[src/rtl/arb_pkg.sv]
`default_nettype none
// ============================================================================
// Package     : arb_pkg
// Description : Shared types and width helpers for the round-robin lock
//               arbiter slice.
// Revision    : 1.0 - initial release
// ============================================================================
package arb_pkg;

  // Arbiter FSM encoding
  typedef enum logic [1:0] {
    IDLE  = 2'd0,
    GRANT = 2'd1,
    TURN  = 2'd2
  } state_t;

  // Index width for a requester vector of n entries (n is a power of 2, >= 2)
  function automatic int idx_w(input int n);
    return $clog2(n);
  endfunction

endpackage
`default_nettype wire

[src/rtl/rr_lock_arbiter_if.sv]
`default_nettype none
// ============================================================================
// Interface   : rr_lock_arbiter_if
// Description : Request/grant bundle between requester front-ends and the
//               round-robin lock arbiter.
// Revision    : 1.0 - initial release
// ============================================================================
interface rr_lock_arbiter_if
  import arb_pkg::*;
#(
  parameter int N_REQ    = 4,
  parameter int MAX_HOLD = 8
);
  localparam int IDX_W = idx_w(N_REQ);
  localparam int HC_W  = $clog2(MAX_HOLD + 1);

  logic [N_REQ-1:0] req;
  logic             en;
  logic [N_REQ-1:0] gnt;
  logic [IDX_W-1:0] gnt_idx;
  logic             busy;
  logic [IDX_W-1:0] ptr;
  logic [HC_W-1:0]  hold_cnt;

  // Requester side: drives requests, observes grant state
  modport master (
    output req, en,
    input  gnt, gnt_idx, busy, ptr, hold_cnt
  );

  // Arbiter side
  modport slave (
    input  req, en,
    output gnt, gnt_idx, busy, ptr, hold_cnt
  );

endinterface
`default_nettype wire

[src/rtl/rr_pick.sv]
`default_nettype none
// ============================================================================
// Module      : rr_pick
// Description : Combinational rotating-priority picker. Finds the first set
//               request scanning from ptr upward, wrapping modulo N_REQ.
// Revision    : 1.0 - initial release
// ============================================================================
module rr_pick
  import arb_pkg::*;
#(
  parameter int N_REQ = 4,
  parameter int IDX_W = idx_w(N_REQ)
) (
  input  wire logic [N_REQ-1:0] req,
  input  wire logic [IDX_W-1:0] ptr,
  output logic                  valid,
  output logic [IDX_W-1:0]      idx,
  output logic [N_REQ-1:0]      onehot
);

  logic [2*N_REQ-1:0] w_dbl;
  logic [N_REQ-1:0]   w_rot;
  logic [IDX_W-1:0]   w_off;

  // Rotate so ptr lands at bit 0, fixed-priority pick, then rotate the index back
  always_comb begin
    w_dbl  = {req, req};
    w_rot  = w_dbl[ptr +: N_REQ];
    valid  = |req;
    w_off  = '0;
    for (int i = N_REQ - 1; i >= 0; i--) begin
      if (w_rot[i]) w_off = i[IDX_W-1:0];
    end
    // Modular add: N_REQ is a power of 2, so overflow is the wrap
    idx    = ptr + w_off;
    onehot = '0;
    if (valid) onehot[idx] = 1'b1;
  end

endmodule
`default_nettype wire

[src/rtl/rr_lock_arbiter.sv]
`default_nettype none
// ============================================================================
// Module      : rr_lock_arbiter
// Description : Round-robin arbiter with a transaction-long grant lock,
//               hold-limit preemption and a single turnaround cycle between
//               owners. Priority pointer follows the last owner.
// Revision    : 1.0 - initial release
// ============================================================================
module rr_lock_arbiter
  import arb_pkg::*;
#(
  parameter int N_REQ    = 4,
  parameter int MAX_HOLD = 8
) (
  input  wire logic           clock,
  input  wire logic           reset,
  rr_lock_arbiter_if.slave    bus
);

  localparam int IDX_W = idx_w(N_REQ);
  localparam int HC_W  = $clog2(MAX_HOLD + 1);
  localparam logic [HC_W-1:0] c_MAX_HOLD = HC_W'(MAX_HOLD);

  state_t           r_state;
  logic [N_REQ-1:0] r_gnt;
  logic [IDX_W-1:0] r_gnt_idx;
  logic             r_busy;
  logic [IDX_W-1:0] r_ptr;
  logic [HC_W-1:0]  r_hold;

  logic             w_valid;
  logic [IDX_W-1:0] w_idx;
  logic [N_REQ-1:0] w_onehot;

  rr_pick #(
    .N_REQ (N_REQ),
    .IDX_W (IDX_W)
  ) u_pick (
    .req    (bus.req),
    .ptr    (r_ptr),
    .valid  (w_valid),
    .idx    (w_idx),
    .onehot (w_onehot)
  );

  // Arbitration FSM: grant lock, hold counting, preemption and pointer advance
  always_ff @(posedge clock) begin
    if (reset) begin
      r_state   <= IDLE;
      r_gnt     <= '0;
      r_gnt_idx <= '0;
      r_busy    <= 1'b0;
      r_ptr     <= '0;
      r_hold    <= '0;
    end else begin
      case (r_state)
        IDLE, TURN: begin
          if (bus.en && w_valid) begin
            r_state   <= GRANT;
            r_gnt     <= w_onehot;
            r_gnt_idx <= w_idx;
            r_busy    <= 1'b1;
            r_hold    <= HC_W'(1);
          end else begin
            r_state <= IDLE;
            r_gnt   <= '0;
            r_busy  <= 1'b0;
            r_hold  <= '0;
          end
        end
        GRANT: begin
          // Release and preemption take the same path: one TURN cycle,
          // and the owner drops to lowest priority
          if (!bus.req[r_gnt_idx] || (r_hold == c_MAX_HOLD)) begin
            r_state <= TURN;
            r_gnt   <= '0;
            r_busy  <= 1'b0;
            r_hold  <= '0;
            r_ptr   <= r_gnt_idx + IDX_W'(1);
          end else begin
            r_hold <= r_hold + HC_W'(1);
          end
        end
        default: begin
          r_state <= IDLE;
          r_gnt   <= '0;
          r_busy  <= 1'b0;
          r_hold  <= '0;
        end
      endcase
    end
  end

  assign bus.gnt      = r_gnt;
  assign bus.gnt_idx  = r_gnt_idx;
  assign bus.busy     = r_busy;
  assign bus.ptr      = r_ptr;
  assign bus.hold_cnt = r_hold;

endmodule
`default_nettype wire

[src/flat_wrapper.sv]
// flat-port wrapper written by rule: the top's interface ports become plain ports
module rr_lock_arbiter_flat import arb_pkg::*;
#(
  parameter int N_REQ    = 4,
  parameter int MAX_HOLD = 8
)
  (clock, reset, bus_req, bus_en, bus_gnt, bus_gnt_idx, bus_busy, bus_ptr, bus_hold_cnt);
  rr_lock_arbiter_if #(.N_REQ(N_REQ), .MAX_HOLD(MAX_HOLD)) bus_i ();
  input  wire logic clock;
  input  wire logic reset;
  input wire logic [$bits(bus_i.req)-1:0] bus_req;
  input wire logic [$bits(bus_i.en)-1:0] bus_en;
  output wire logic [$bits(bus_i.gnt)-1:0] bus_gnt;
  output wire logic [$bits(bus_i.gnt_idx)-1:0] bus_gnt_idx;
  output wire logic [$bits(bus_i.busy)-1:0] bus_busy;
  output wire logic [$bits(bus_i.ptr)-1:0] bus_ptr;
  output wire logic [$bits(bus_i.hold_cnt)-1:0] bus_hold_cnt;
  assign bus_i.req = bus_req;
  assign bus_i.en = bus_en;
  assign bus_gnt = bus_i.gnt;
  assign bus_gnt_idx = bus_i.gnt_idx;
  assign bus_busy = bus_i.busy;
  assign bus_ptr = bus_i.ptr;
  assign bus_hold_cnt = bus_i.hold_cnt;
  rr_lock_arbiter #(.N_REQ(N_REQ), .MAX_HOLD(MAX_HOLD)) u_core (.clock(clock), .reset(reset), .bus(bus_i));
endmodule
[config.mk]
export PLATFORM = sky130hd
export DESIGN_NAME = rr_lock_arbiter_flat
export DESIGN_NICKNAME = d
export VERILOG_FILES = /design/src/rtl/arb_pkg.sv /design/src/rtl/rr_lock_arbiter_if.sv /design/src/rtl/rr_pick.sv /design/src/rtl/rr_lock_arbiter.sv /design/src/flat_wrapper.sv
export SDC_FILE = /design/constraint.sdc
export NUM_CORES = 1
export LEC_CHECK = 0
export ABC_AREA = 1
export ABC_CLOCK_PERIOD_IN_PS = 3600
export CAP_MARGIN = 40
export CORE_AREA = 2 2 44 46
export DETAILED_ROUTE_END_ITERATION = 7
export DIE_AREA = 0 0 46 48
export GPL_ROUTABILITY_DRIVEN = 0
export PLACE_DENSITY = 0.82
export SYNTH_ARGS = -nofsm -noshare
export SYNTH_HDL_FRONTEND = slang
export SYNTH_SLANG_ARGS = --single-unit
[constraint.sdc]
create_clock -name clock -period 3.6 [get_ports clock]
set_input_delay 0.9 -clock clock [delete_from_list [all_inputs] [get_ports clock]]
set_output_delay 0.9 -clock clock [all_outputs]
set_load 0.05 [all_outputs]
# == After elaboration in Yosys (flattened, before gate mapping) ==
# Index checks and enable logic that the tools add are counted.
# op_classes
n_addsub,3
n_mul,0
n_div,0
order_cmp,3
eq_ne,4
shift,1
muxes,21
n_bitwise,0
n_reduce_logical,9
# op_table
cell,n
2-to-1 mux 4 bit,4
case mux 4 bit (2 select lines),2
2-to-1 mux 2 bit,5
variable part select 8 x 3 -> 4 bit,1
"< comparator 2 x 3 -> 1 bit, second input constant",2
2-to-1 mux 1 bit,6
"adder 4 x 1 -> 4 bit, second input constant",1
"equality test 4 bit, second input constant",1
case mux 2 bit (2 select lines),1
AND reduction 2 bit,2
OR reduction 4 bit,1
"adder 2 x 1 -> 2 bit, second input constant",1
adder 2 bit,1
binary-select mux 1 bit (select 2 bit),1
demux 1 bit (select 2 bit),1
"equality test 2 x 1 -> 1 bit, second input constant",1
"equality test 2 bit, second input constant",1
"greater-or-equal comparator 2 x 1 -> 1 bit, second input constant",1
logical AND 1 bit,2
zero test 2 bit,1
"inequality test 2 x 1 -> 1 bit, second input constant",1
case mux 1 bit (2 select lines),1
OR reduction 2 bit,1
zero test 1 bit,1
logical OR 1 bit,1
# totals
register_bits,15
latch_bits,0
ramBits,0
romBits,0
inputBits,7
output_inout_bits,13
wordCells,47
memories,0

# == Depth between registers and ports, before layout ==
# Gate-level depths: netlist of run 1.
# depth
word_depth,13
mapped_depth,13
mapped_depth_nobuf,13

# == Cells and area by module ==
# A second synthesis of run 1 with hierarchy kept.
# hier_totals
cells_unflattened,130
hier_area_um2,887.1
# by_module_without_submodules
module,n_inst,cells_per_inst,area_per_inst_um2,seq_area_each_um2
rr_lock_arbiter,1,86,665.6,300.3
rr_pick,1,44,221.5,0.0

# == Worst setup path before layout of run 1 ==
# No wires, ideal clock.
# synth_path
kind,in2reg
startpoint,input bus_req[1]
endpoint,register u_core.r_gnt_idx[1] (netlist: u_core.bus.gnt_idx[1])
setup_time_ns,0.109
arrival_ns,1.937
required_time_ns,3.491
slack_ns,1.555
cell_stages,12
path_buffers,0
cell_sequence,nand2_1 nand3_1 nand2_2 nand3_1 a21boi_1 ha_1 xnor2_2 inv_1 nand2_4 nand3_1 nand2_1 inv_1
# synth_via
elab_chain_cells,6
word_cells_on_any_way,9
cone_classes,add/sub (1); shift (1); mux (4); reduce/logical (3)
# synth_lines
item,line,rtl
"start, declared",flat_wrapper.sv:11,input wire logic [$bits(bus_i.req)-1:0] bus_req;
variable part select 8 x 3 -> 4 bit,rr_pick.sv:28,w_rot = w_dbl[ptr +: N_REQ];
2-to-1 mux 2 bit (4 in series),rr_pick.sv:32,if (w_rot[i]) w_off = i[IDX_W-1:0];
adder 2 bit,rr_pick.sv:35,idx = ptr + w_off;
"end signal, assigned",rr_lock_arbiter.sv:61,r_gnt_idx <= w_idx;
"end, declared",rr_lock_arbiter.sv:26,logic [IDX_W-1:0] r_gnt_idx;
# Parallel ways exist; a longest one is shown, timed or not.
# A chain may end at the register's enable or synchronous reset.

# == Worst setup path in the final report of run 1 ==
# layout_path
startpoint,register u_core.r_ptr[1] (netlist: u_core.bus.ptr[1])
endpoint,output bus_ptr[1]
# layout_rtl
item,line,rtl
"start, declared",rr_lock_arbiter.sv:28,logic [IDX_W-1:0] r_ptr;
"start signal, assigned",rr_lock_arbiter.sv:79,r_ptr <= r_gnt_idx + IDX_W'(1);
"end, declared",flat_wrapper.sv:16,output wire logic [$bits(bus_i.ptr)-1:0] bus_ptr;
# No word-level cell between the ends.

==> results of run 1 <==
[cell type report]
cell class	count	area share (%)
multi-input cells	86	46.2
repair buffers	19	18.0
well taps	17	2.01
inverters	14	5.09
clock buffers	3	2.13
flip-flops and latches	14	26.5
[final timing paths]
check | to | slack, ps | depth (start not counted)
worst min register to register | u_core.bus.gnt[1] | 450 | 2
worst max register to register | u_core.bus.gnt[0] | 1770 | 10
worst max-delay path | bus_ptr[1] | 1020 | 1
worst min-delay path | u_core.bus.gnt[1] | 450 | 2
[registers in the layout (all words and copies together), names as in the netlist]
register             count
u_core.bus.gnt           4
u_core.bus.gnt_idx       2
u_core.bus.hold_cnt      4
u_core.bus.ptr           2
u_core.r_state           2
[power groups by stage]
stage	Sequential [mW]	Clock (mW)	Combinational, mW
6_report	0.183	0.0856	0.167
5_1_grt	0.185	0.0961	0.183
4_1_cts	0.182	0.0871	0.168
3_5_place_dp	0.186	0	0.167
3_3_place_gp	0.185	0	0.163
2_1_floorplan	0.218	0	0.0961
[synthesized netlist by cell type]
| cell | number | area share, % |
|---|---|---|
| nor2_1 | 10 | 4.4 |
| inv_1 | 9 | 4.0 |
| nand3b_1 | 1 | 0.88 |
| xnor2_2 | 1 | 1.9 |
| nand2_1 | 27 | 12 |
| buf_4 | 1 | 0.88 |
| o21ai_1 | 1 | 0.59 |
| nand3_1 | 16 | 9.4 |
| nand3_2 | 1 | 1.2 |
| a21oi_2 | 1 | 1.0 |
| o211ai_1 | 1 | 0.88 |
| dfxtp_1 | 14 | 33 |
| xnor2_1 | 2 | 2.1 |
| xor2_1 | 1 | 1.0 |
| a21oi_1 | 5 | 2.9 |
| nand2_4 | 1 | 1.3 |
| a21boi_1 | 1 | 0.88 |
| clkinv_2 | 1 | 0.59 |
| nand3_4 | 1 | 2.1 |
| nor3_1 | 2 | 1.2 |
| nand2_2 | 8 | 5.9 |
| nor2_4 | 2 | 2.6 |
| buf_6 | 2 | 2.6 |
| inv_2 | 4 | 1.8 |
| nand4_1 | 1 | 0.73 |
| ha_1 | 3 | 4.4 |
[metal layers]
layer / GRT usage, % / share of wire (%) / wire, um
met5: 0 / 0 / 0
met4: 8.57 / 1.3 / 22
met3: 4.15 / 4.7 / 80
met2: 31.9 / 49 / 825
met1: 19.8 / 45 / 765
[per-stage QoR]
step	utilization (%)	cell area (um^2)	worst slack, ps
detailed placement	61.2	1030	923
global route	62.5	1060	965
finish	62.5	1060	1020
CTS	62.5	1060	1020
global placement	61.2	1030	965
floorplan	-	852	1550
[cell families (layout without fill, tap and decap cells)]
| group | after synthesis | count (layout) | synth area share, % |
|---|---|---|---|
| AOI/OAI and AO/OA | 9 | 9 | 6.31 |
| xor gates and xnor gates | 4 | 4 | 4.99 |
| adders and majority gates | 3 | 3 | 4.41 |
| buffers and inverters | 17 | 36 | 9.84 |
| DFF | 14 | 14 | 32.9 |
| and+or+nand+nor | 70 | 70 | 41.6 |
[layout by cell type, fill, tap and decap left out, drive strengths merged]
cell,n
dfxtp,14
nor3,2
nand4,1
nand2,36
nor2,12
nand3,18
xor2,1
o21ai,1
clkdlybuf4s50,19
inv,13
a21oi,6
o211ai,1
nand3b,1
a21boi,1
ha,3
xnor2,3
clkbuf,3
clkinv,1
==> metrics.cfg, run 1 <==
[place]
place_hpwl_um = 1310
dp.cells = 150
port_buffers = 19

[layout]
final-seq-area_um2 = 280
antenna_cells = 0
finalNonFillerCells = 153
layout-drive-gt1-share_pct = 16.9
fillers = 160
areaGrowthSynthToFinish_pct = 23.9
multi_input_area_um2 = 488
finalNetCount = 148

[sta]
finalCritPeriodShare_pct = 71.7
fmax_ghz = 0.387
setup_violations = 0
period_needed_ps = 2580
final.setup_skew_ps = 7.85
fin_tns_setup_ps = 0
drv_slew = 0
tightest_slew_ps = 495
final_hold_viol_count = 0
timing.hold.ws_ps = 455
slew-limit-headroom_pct = 66.9
rsz0062_at_grt = no

[power]
ir_drop_v = 0.000229
p_int_mw = 0.266
p_switching_mw = 0.169
p_comb_share_pct = 38.4
pwr-share-seq_pct = 41.9
clockPowerShare_pct = 19.7
total_power_mw = 0.435
swShare_pct = 38.9
p_leak_nw = 0.456
powerDensity_nw_per_um2 = 412

[yosys]
syn_area_per_cell_um2 = 7.28
synth_nets = 127
synth_seq_cells = 14
synthCells = 117
syn_area_um2 = 852
synth_cell_type_count = 26
yosysWarnings = 0
ys_seq_area_share_pct = 32.9

[cts]
clk_pin_slew_ps = 80
cts_resized = 0
htreeDepth = 1
post_cts_buffers = 0
holdBufCountCts = 0
cts.path.max_buffers = 2
clk_latency_ps = 280
cts_inserted_buffers = 3
cts_root_buffer = clkbuf_4
cts_tree = built
cts_num_sinks = 14

[grt]
gr-total-overflow = 0
grt_pass1_vias = 695
grt_usage_pct = 17.8
grt_antenna_before_repair = 0
grt_pass1_wl_um = 2810
grt_max_degree = 11

[min_path]
min-delay-start = u_core.bus.gnt[1]
worstHoldPathType = register to register

[routing]
wl_per_cell_um = 11.1
dr_total_vias = 776
via_per_inst = 5.07
drc = 0
ant_nets = 0
drt_iter0_drc = 18
drt_wl_total_um = 1690
first_pass_iters = 4

[worst_setup_path]
crit_required_ps = 2700
reg2reg_from = u_core.bus.ptr[0]
path_cells = clkdlybuf4s50_1
cp-end-kind = output port
worstPathMaxFanout = 8
cp_num_buf_inv = 1
cp-startpoint = u_core.bus.ptr[1]
start_kind = register
cp_slowest_stage_delay_ps = 870
critPathTopFamily = buffers and inverters
cp.arrival_ps = 1680
crit_slowest_cell = clkdlybuf4s50_1
crit_type = register to output port

[floorplan]
fp.dieH_um = 48
dieArea_um2 = 2210
chipWidth_um = 46
ios = 20
num_rows = 15
fp.coreArea_um2 = 1690
start_util_pct = 50.4

[status]
status = finished clean

[job]
cap_violations = 0

No activity file was read; power rests on OpenSTA's default activity.
==> run 2, diff against run 1 <==
ABC_CLOCK_PERIOD_IN_PS = 2500   (was 3600)
CORE_AREA = 2 2 46 48   (was 2 2 44 46)
DIE_AREA = 0 0 48 50   (was 0 0 46 48)
PLACE_DENSITY = 0.76   (was 0.82)
clock period = 2.5 ns   (was 3.6 ns; I/O delays follow)
==> run 2 against run 1 <==
  * Critical path depth did not move
  * Design area rose by 3.2%
  * Register-to-register slack got worse by 1100 ps
  * Clock power rose by 93%
  * Total power rose by 54%
  * Via count rose by 0.90%
  * Sequential share of layout area fell by 0.82 points
  * Routed wire length rose by 0.83%
  * Count of clock-buffer cells in the layout rose by 1
  * First-iteration DRC count fell by 61%
  * Non-clock buffer count rose by 1
  * Critical path type unchanged
  * Critical endpoint is now bus_gnt_idx[0]
  * Highest routed layer unchanged
==> metrics.cfg, run 2 (same netlist as run 1, synthesis figures left out) <==
[status]
status = finished clean

[cts]
clk_latency_ps = 290  ; about the same
cts.path.max_buffers = 2  ; unchanged
cts_inserted_buffers = 3  ; unchanged
holdBufCountCts = 0  ; unchanged
cts_resized = 0  ; unchanged
clk_pin_slew_ps = 80  ; about the same
htreeDepth = 1  ; unchanged
cts_num_sinks = 14  ; unchanged
cts_root_buffer = clkbuf_4
post_cts_buffers = 0  ; unchanged
cts_tree = built

[worst_setup_path]
reg2reg_from = u_core.bus.ptr[0]
reg2reg_slack_ps = 690  ; -1080 ps
critPathTopFamily = buffers and inverters
cp-end-kind = output port
crit_slowest_cell = clkdlybuf4s50_1
start_kind = register
cp.arrival_ps = 1650  ; -30 ps
crit_required_ps = 1880  ; -820 ps
cp_num_buf_inv = 1  ; unchanged
cp_slowest_stage_delay_ps = 870  ; about the same
reg2reg_to = u_core.bus.gnt[2]
crit_type = register to output port
path_cells = clkdlybuf4s50_1
reg2regPathDepth = 13  ; +3
worstPathMaxFanout = 8  ; unchanged

[routing]
dr_total_vias = 783  ; +0.90%
via_per_inst = 4.75  ; -6.4%
ant_nets = 0  ; unchanged
wl_per_cell_um = 10.4  ; -6.5%
drc = 0  ; unchanged
first_pass_iters = 4  ; unchanged
drt_iter0_drc = 7  ; -11
drt_wl_total_um = 1710  ; +0.83%

[grt]
gr-total-overflow = 0  ; unchanged
grt_usage_pct = 16.5  ; -1.3 points
grt_pass1_wl_um = 2870  ; +2.2%
grt_antenna_before_repair = 0  ; unchanged
grt_max_degree = 11  ; unchanged
grt_pass1_vias = 734  ; +5.6%

[layout]
layout-drive-gt1-share_pct = 18.1  ; +1.2 points
final_common_cell = nand2_1
final_cell_mix = nand2_1 (27), clkdlybuf4s50_1 (19), nand3_1 (16), dfxtp_1 (14), nor2_1 (10)
antenna_cells = 0  ; unchanged
final_util_pct = 57.3  ; -5.2 points
finalNonFillerCells = 165  ; +7.8%
fillers = 193  ; +21%
areaGrowthSynthToFinish_pct = 27.9
finalNetCount = 149  ; +0.68%

[sta]
tightest_slew_ps = 501  ; +6.81 ps
rsz0062_at_grt = no
setup_violations = 0  ; unchanged
slew-limit-headroom_pct = 66.5  ; -0.46 points
drv_slew = 0  ; unchanged
final_hold_viol_count = 0  ; unchanged
fin_tns_setup_ps = 0  ; unchanged
period_needed_ps = 2280
fmax_ghz = 0.439
finalCritPeriodShare_pct = 91.0
setup_slack_ps = 224  ; -794 ps
final.setup_skew_ps = 2.77  ; -5.09 ps

[floorplan]
ios = 20  ; unchanged
chipWidth_um = 48  ; +4.3%
num_rows = 16  ; +1
dieArea_um2 = 2400  ; +8.7%
fp.dieH_um = 50  ; +4.2%
fp.coreArea_um2 = 1900  ; +13%
start_util_pct = 44.8  ; -5.6 points

[power]
powerDensity_nw_per_um2 = 615  ; +49%
p_int_mw = 0.418  ; +57%
p_switching_mw = 0.252  ; +49%
pwr-share-seq_pct = 38.7  ; -3.2 points
swShare_pct = 37.6  ; -1.3 points
ir_drop_v = 0.000451  ; +97%
clockPowerShare_pct = 24.7  ; +5.0 points
p_leak_nw = 0.469  ; +2.7%
p_comb_share_pct = 36.6  ; -1.8 points

[job]
cap_violations = 0  ; unchanged

[place]
post-place-ws_ps = 107  ; -815 ps
place_hpwl_um = 1360  ; +4.2%
dp.cells = 161  ; +7.3%
port_buffers = 19  ; unchanged

[min_path]
min-delay-start = u_core.bus.gnt[3]
worstHoldPathType = register to register
holdPathEnd = u_core.bus.gnt[3]
worstHoldPathCells = 2  ; unchanged

==> run 2: metrics by stage <==
| stage | hold slack (ps) | area [um^2] | power [mW] |
|---|---|---|---|
| after CTS | 463 | 1090 | 0.674 |
| after global routing | 505 | 1090 | 0.707 |
| after floorplan | 533 | 852 | 0.452 |
| final | 459 | 1090 | 0.670 |
| after global placement | 438 | 1050 | 0.505 |
| after detailed placement | 451 | 1050 | 0.511 |
==> run 2: worst max path at each step <==
stage,from,slack (ps),to,depth (start not counted)
floorplan,u_core.bus.ptr[0],520,u_core.bus.gnt_idx[1],13
global placement,bus_req[2],140,u_core.bus.gnt[2],12
global route,u_core.bus.gnt_idx[0],190,bus_gnt_idx[0],1
finish,u_core.bus.gnt_idx[0],220,bus_gnt_idx[0],1
CTS,u_core.bus.gnt_idx[0],210,bus_gnt_idx[0],1
detailed placement,bus_req[1],110,u_core.bus.gnt[2],12
==> run 2: worst reg2reg max path, stage by stage, from the launching register on <==
cell      delay [ps]
dfxtp_1          500
inv_2             90
nand2_1           90
nand3_1           80
nand2_2           90
nand3_1           70
a21boi_1         130
ha_1             200
xnor2_2          130
inv_1             90
nand2_4           90
nand2_2           50
nand2_1           50
nand2_1           50
==> run 2: layout make-up <==
class / instances / area, um^2 / share of cell area [%]
multi-input combinational: 86 / 488 / 44.8
timing repair buffer: 20 / 198 / 18.1
clock buffer: 4 / 36.3 / 3.33
sequential: 14 / 280 / 25.7
tap: 27 / 33.8 / 3.10
inverter: 14 / 53.8 / 4.94
==> run 2: metal layers <==
metal | track usage [%] | up-vias | share of wire [%]
met2 | 26.9 | 19 | 47
met1 | 19.8 | 338 | 45
met3 | 2.93 | 7 | 4.7
met4 | 8.11 | 0 | 3.5
met5 | 0 | - | 0
li1 | - | 419 | -
==> run 2: power by group through the flow <==
stage          Combinational, mW  Sequential, mW  Clock (mW)
6_report                   0.245           0.259       0.165
5_1_grt                    0.270           0.262       0.175
4_1_cts                    0.247           0.260       0.167
3_5_place_dp               0.247           0.264           0
3_3_place_gp               0.241           0.264           0
2_1_floorplan              0.138           0.313           0
==> run 3, diff against run 2 <==
CAP_MARGIN = not set   (was 40)
HOLD_SLACK_MARGIN = 0.12   (was not set)
==> results of run 3 <==
No change in the layout: final DEF, timing and power equal those of run 2.
